<file path="src/rtl/ft245_sync_tx.sv">
// FT245 synchronous-mode transmit engine: drains a one-cycle-latency FIFO into
// the device write bus through a 2-entry skid buffer, with idle-timeout SIWU flush.
module ft245_sync_tx #(
  parameter int DATA_W    = 8,
  parameter int FLUSH_TMO = 16,
  parameter int CNT_W     = 32
) (
  input  logic              clk,
  input  logic              rst_n,
  output logic              fifo_ren_o,
  input  logic [DATA_W-1:0] fifo_rdata_i,
  input  logic              fifo_rvalid_i,
  input  logic              fifo_empty_i,
  input  logic              txe_n_i,
  output logic              wr_n_o,
  output logic [DATA_W-1:0] data_o,
  output logic              siwu_n_o,
  output logic              busy_o,
  output logic [CNT_W-1:0]  tx_cnt_o
);

  typedef enum logic [1:0] {S_IDLE, S_SEND, S_WAIT, S_FLUSH} state_t;

  localparam int TMO_W    = (FLUSH_TMO > 2) ? $clog2(FLUSH_TMO) : 1;
  localparam int TMO_LAST = (FLUSH_TMO > 0) ? FLUSH_TMO - 1 : 0;
  localparam bit FLUSH_EN = (FLUSH_TMO > 0);

  state_t             state_q, state_d;
  logic [DATA_W-1:0]  head_q, head_d, tail_q, tail_d;
  logic [1:0]         cnt_q, cnt_d;
  logic               inflight_q;
  logic [TMO_W-1:0]   idle_q, idle_d;
  logic               sent_q, sent_d;
  logic [CNT_W-1:0]   tx_cnt_q, tx_cnt_d;

  logic               has_data;
  logic               accept;
  logic [1:0]         occ;

  assign has_data = (cnt_q != 2'd0);
  assign wr_n_o   = (state_q == S_FLUSH) || !has_data;
  assign accept   = !wr_n_o && !txe_n_i;
  // Words held or already requested, less the one leaving this edge; caps the skid at 2.
  assign occ      = cnt_q + {1'b0, inflight_q} - {1'b0, accept};

  assign fifo_ren_o = rst_n && !fifo_empty_i && (occ < 2'd2) && (state_q != S_FLUSH);
  assign data_o     = head_q;
  assign siwu_n_o   = (state_q != S_FLUSH);
  assign busy_o     = (state_q != S_IDLE) || has_data || inflight_q;
  assign tx_cnt_o   = tx_cnt_q;

  // NOTE: every always_comb output gets a default first so no path can infer a latch.
  always_comb begin
    head_d   = head_q;
    tail_d   = tail_q;
    cnt_d    = cnt_q;
    tx_cnt_d = tx_cnt_q + (accept ? CNT_W'(1) : CNT_W'(0));
    unique case ({fifo_rvalid_i, accept})
      2'b10: begin
        if (cnt_q == 2'd0) head_d = fifo_rdata_i;
        else               tail_d = fifo_rdata_i;
        cnt_d = cnt_q + 2'd1;
      end
      2'b01: begin
        head_d = tail_q;
        cnt_d  = cnt_q - 2'd1;
      end
      2'b11: begin
        if (cnt_q == 2'd1) begin
          head_d = fifo_rdata_i;
        end else begin
          head_d = tail_q;
          tail_d = fifo_rdata_i;
        end
      end
      default: ;
    endcase
  end

  always_comb begin
    state_d = state_q;
    idle_d  = idle_q;
    sent_d  = sent_q | accept;
    unique case (state_q)
      S_IDLE: if (has_data) state_d = S_SEND;
      S_SEND: begin
        if (!has_data && !inflight_q && fifo_empty_i)
          state_d = (sent_q && FLUSH_EN) ? S_WAIT : S_IDLE;
      end
      S_WAIT: begin
        if (has_data || inflight_q) begin
          state_d = S_SEND;
          idle_d  = '0;
        end else if (idle_q == TMO_W'(TMO_LAST)) begin
          state_d = S_FLUSH;
        end else begin
          idle_d = idle_q + TMO_W'(1);
        end
      end
      S_FLUSH: begin
        sent_d  = 1'b0;
        idle_d  = '0;
        state_d = S_IDLE;
      end
      default: state_d = S_IDLE;
    endcase
  end

  // NOTE: the skid entries are reset too, so the bus shows zero data out of reset.
  always_ff @(posedge clk or negedge rst_n) begin
    if (!rst_n) begin
      state_q    <= S_IDLE;
      head_q     <= '0;
      tail_q     <= '0;
      cnt_q      <= 2'd0;
      inflight_q <= 1'b0;
      idle_q     <= '0;
      sent_q     <= 1'b0;
      tx_cnt_q   <= '0;
    end else begin
      state_q    <= state_d;
      head_q     <= head_d;
      tail_q     <= tail_d;
      cnt_q      <= cnt_d;
      inflight_q <= fifo_ren_o;
      idle_q     <= idle_d;
      sent_q     <= sent_d;
      tx_cnt_q   <= tx_cnt_d;
    end
  end

  // Read data must only ever answer a strobe issued the cycle before.
  a_rvalid_requested: assert property (@(posedge clk) disable iff (!rst_n)
    fifo_rvalid_i |-> inflight_q);

endmodule
</file>
<file path="config.mk">
export PLATFORM = sky130hd
export DESIGN_NAME = ft245_sync_tx
export DESIGN_NICKNAME = d
export VERILOG_FILES = /design/src/rtl/ft245_sync_tx.sv
export SDC_FILE = /design/constraint.sdc
export NUM_CORES = 1
export LEC_CHECK = 0
export BUFFER_PORTS_ARGS = -buffer_cell sky130_fd_sc_hd__buf_2
export CAP_MARGIN = 15
export CELL_PAD_IN_SITES_DETAIL_PLACEMENT = 1
export CELL_PAD_IN_SITES_GLOBAL_PLACEMENT = 1
export CORE_MARGIN = 2
export CORE_UTILIZATION = 40
export CTS_BUF_LIST = sky130_fd_sc_hd__clkbuf_4
export DETAILED_ROUTE_END_ITERATION = 8
export HOLD_SLACK_MARGIN = 0.06
export PLACE_DENSITY_LB_ADDON = 0.25
export SLEW_MARGIN = 25
export SYNTH_ARGS = -nofsm -noshare
export SYNTH_HDL_FRONTEND = slang
export SYNTH_SLANG_ARGS = --single-unit
</file>
<file path="constraint.sdc">
create_clock -name clk -period 2.5 [get_ports clk]
set_clock_uncertainty 0.2 [all_clocks]
set_input_delay 0 -clock clk [delete_from_list [all_inputs] [get_ports clk]]
set_output_delay 0 -clock clk [all_outputs]
set_load 0.02 [all_outputs]
</file>
==> impl_metrics.py <==
metrics = {
    "run_status": {
        "status": "finished, final reports clean",
    },
    "min_path": {
        "min_path_type": "input port to register",
        "min_path_cells": 3,
        "holdPathEnd": "tail_q[7]$_DFFE_PN0P_",
        "hp-start": "fifo_rdata_i[7]",
    },
    "placement": {
        "pre_cts_ws_ps": 106.9,
        "place_congestion": 0.8005,
        "dpl.hpwl_um": 4744,
        "io_buffer_count": 56,
    },
    "worst_setup_path": {
        "path_buf_inv": 3,
        "critPathRequiredTime_ps": 2300,
        "timing.rr.end": "tx_cnt_o[18]$_DFF_PN0_",
        "startpoint": "cnt_q[1]$_DFFE_PN0P_",
        "arrival_ps": 2220,
        "path_cells": "inv_1 -> ha_4 -> a211oi_4 -> buf_6 -> mux2i_1 -> xnor2_1 -> and4_1 -> buf_2",
        "r2r_setup_slack_ps": 210,
        "end_kind": "primary output",
        "critPathTopFamily": "buffers and inverters",
        "slowest_delay_ps": 370,
        "cpMaxStageDelayCell": "dfrtp_1",
        "rr_startpoint": "cnt_q[1]$_DFFE_PN0P_",
        "path_max_fanout": 12,
        "critPathLaunchType": "register",
        "critical_path_class": "register to primary output",
        "reg2reg_depth": 10,
    },
    "clocking": {
        "clkLatencyLatePin_ps": 400,
        "clock_path_buffers": 2,
        "numCtsBuffers": 9,
        "h-tree-depth": 3,
        "root_buffer": "clkbuf_4",
        "cts_tree": "built",
        "path_clk_slew_ps": 120,
        "clock_sinks": 58,
    },
    "route": {
        "avgRoutedWirePerCell_um": 14.69,
        "drc": 0,
        "drtIter0Drc": 60,
        "drtAntennaViolNets": 0,
        "totalWireLength_um": 6448,
        "via_per_inst": 4.936,
        "vias": 2167,
        "first_pass_iters": 4,
    },
    "sta": {
        "fin_crit_ps": 2423,
        "fmax_ghz": 0.4127,
        "whs_ps": 171.8,
        "drv_slew": 0,
        "hold_viol": 0,
        "slew_headroom": 0.6841,
        "rsz0062_at_grt": "yes",
        "tightest_slew_ps": 473.9,
        "setup_viol": 0,
        "min_period_over_period": 0.9691,
        "finalWorstSetupSlack_ps": 77.14,
    },
    "power": {
        "cellLeakagePower_nw": 1.748,
        "ir_drop_uv": 361.6,
        "power_density_nw_per_um2": 881.4,
    },
    "floorplanning": {
        "placementRows": 30,
        "start_util": 0.4165,
        "die_height_um": 88.34,
        "core_area_um2": 6832,
        "dieArea_um2": 7804,
        "die_width_um": 88.34,
        "ios": 57,
    },
    "grt": {
        "grt_max_degree": 32,
        "grt_usage": 0.1848,
        "antenna_found_initial": 0,
        "grt_pass1_vias": 2245,
        "grt_overflow": 0,
        "grt_pass1_wl_um": 11080,
    },
    "synthesis": {
        "synth_top_area_frac": 0.5101,
        "ys_seq_area_frac": 0.5101,
        "postSynthAreaPerCell_um2": 11.25,
        "ys_ff_latch": 58,
        "synth_cell_type_count": 39,
        "ys_warn_count": 0,
        "synth_edf_count": 0,
        "syn-instance-count": 253,
        "synth_top_cell_by_area": "dfrtp_1",
        "syn-num-nets": 271,
        "async_reset_ff_frac": 1.000,
        "yosys-top-cells-area": "dfrtp_1 51%, xnor2_1 6.2%, xor2_1 4.0%",
        "syn_area_um2": 2845,
        "synth_top_flop_cell": "dfrtp_1",
    },
    "finish": {
        "nFillCells": 785,
        "syn_to_final_growth_pct": 26.74,
        "antenna_cells": 0,
        "final_common_cell": "dfrtp_1",
        "mostFrequentLayoutCells": "58 x dfrtp_1, 56 x buf_2, 25 x nand2_1",
        "final_nets": 356,
        "fin_util": 0.5278,
        "drive_gt1_frac": 0.3236,
    },
    "job": {
        "max_cap_violations": 0,
    },
}
## per-stage QoR
stage	power [mW]	cell area (um^2)	std cells	TNS [ps]
after floorplan	2.116	2878	253	-113.1
after global placement	2.448	3318	409	0
after detailed placement	2.488	3318	409	0
after CTS	3.209	3596	439	0
after global routing	3.404	3606	439	-42.52
final	3.178	3606	439	0
## sequential cells by signal, summed over array words and instances, names as in the netlist
| register | cells |
|---|---|
| data_o | 8 |
| tail_q | 8 |
| inflight_q | 1 |
| idle_q | 4 |
| state_q | 2 |
| tx_cnt_o | 32 |
| cnt_q | 2 |
| sent_q | 1 |
## where the power goes
group | switching (mW) | internal, mW
logic | 0.637 | 0.517
clock network | 0.378 | 0.301
registers | 0.185 | 1.16
## cell families (layout without fill, tap and decap cells)
family,Yosys count,count (layout),share of synthesized area
multiplexers,20,20,0.07432
AO/OA/AOI/OAI,25,25,0.05453
XOR/XNOR,33,33,0.1016
adder cells (fa/ha/maj),5,5,0.02199
buffers and inverters,11,101,0.01759
AND/OR/NAND/NOR,101,101,0.2199
flip-flops,58,58,0.5101
## layout make-up
cell class | count | area (um^2) | area share
flip-flops and latches | 58 | 1451 | 0.4025
repair buffers | 79 | 491.7 | 0.1364
well taps | 96 | 120.1 | 0.03331
inverters | 6 | 22.52 | 0.006246
clock inverters | 7 | 70.07 | 0.01943
multi-input cells | 184 | 1383 | 0.3834
clock buffers | 9 | 67.56 | 0.01874
## worst max-delay path by stage
| stage | slack [ps] | end | depth (start not counted) |
|---|---|---|---|
| 3_3_place_gp | 160 | tx_cnt_o[20]$_DFF_PN0_ | 10 |
| 5_1_grt | -40 | fifo_ren_o | 8 |
| 6_report | 80 | fifo_ren_o | 8 |
| 3_5_place_dp | 110 | tx_cnt_o[18]$_DFF_PN0_ | 10 |
| 4_1_cts | 2 | fifo_ren_o | 8 |
| 2_1_floorplan | -50 | tx_cnt_o[30]$_DFF_PN0_ | 10 |
## worst min-delay path, delay by kind of cell
| kind | cells | cell delay (ps) |
|---|---|---|
| muxes | 1 | 130 |
| buffers and inverters | 2 | 630 |
## what timing repair did
action / 4_1_cts / 5_1_grt
hold buffers: 14 / 0
buffers inserted: 0 / 0
resized for setup: 0 / 2
endpoints found under the setup margin: 0 / 7
endpoints found under the hold margin: 83 / 0
## synthesized netlist by cell type (5+ instances only)
cell,number
nand2_1,25
xor2_1,13
nor2_1,12
nand3_1,16
mux2i_1,11
and3_1,8
ha_1,5
a21oi_1,5
dfrtp_1,58
nand2b_1,5
inv_1,6
xnor2_1,20
o21ai_0,14
mux2_2,9
nand4_1,7
## metal layers
metal | GRT usage | wire length [um] | vias to the layer above
met5 | 0 | 0 | -
met2 | 0.2741 | 3003 | 34
li1 | - | - | 1064
met4 | 0.07989 | 70 | 0
met1 | 0.2611 | 3186 | 1063
met3 | 0.04011 | 187 | 6
No activity file was read; power rests on OpenSTA's default activity.
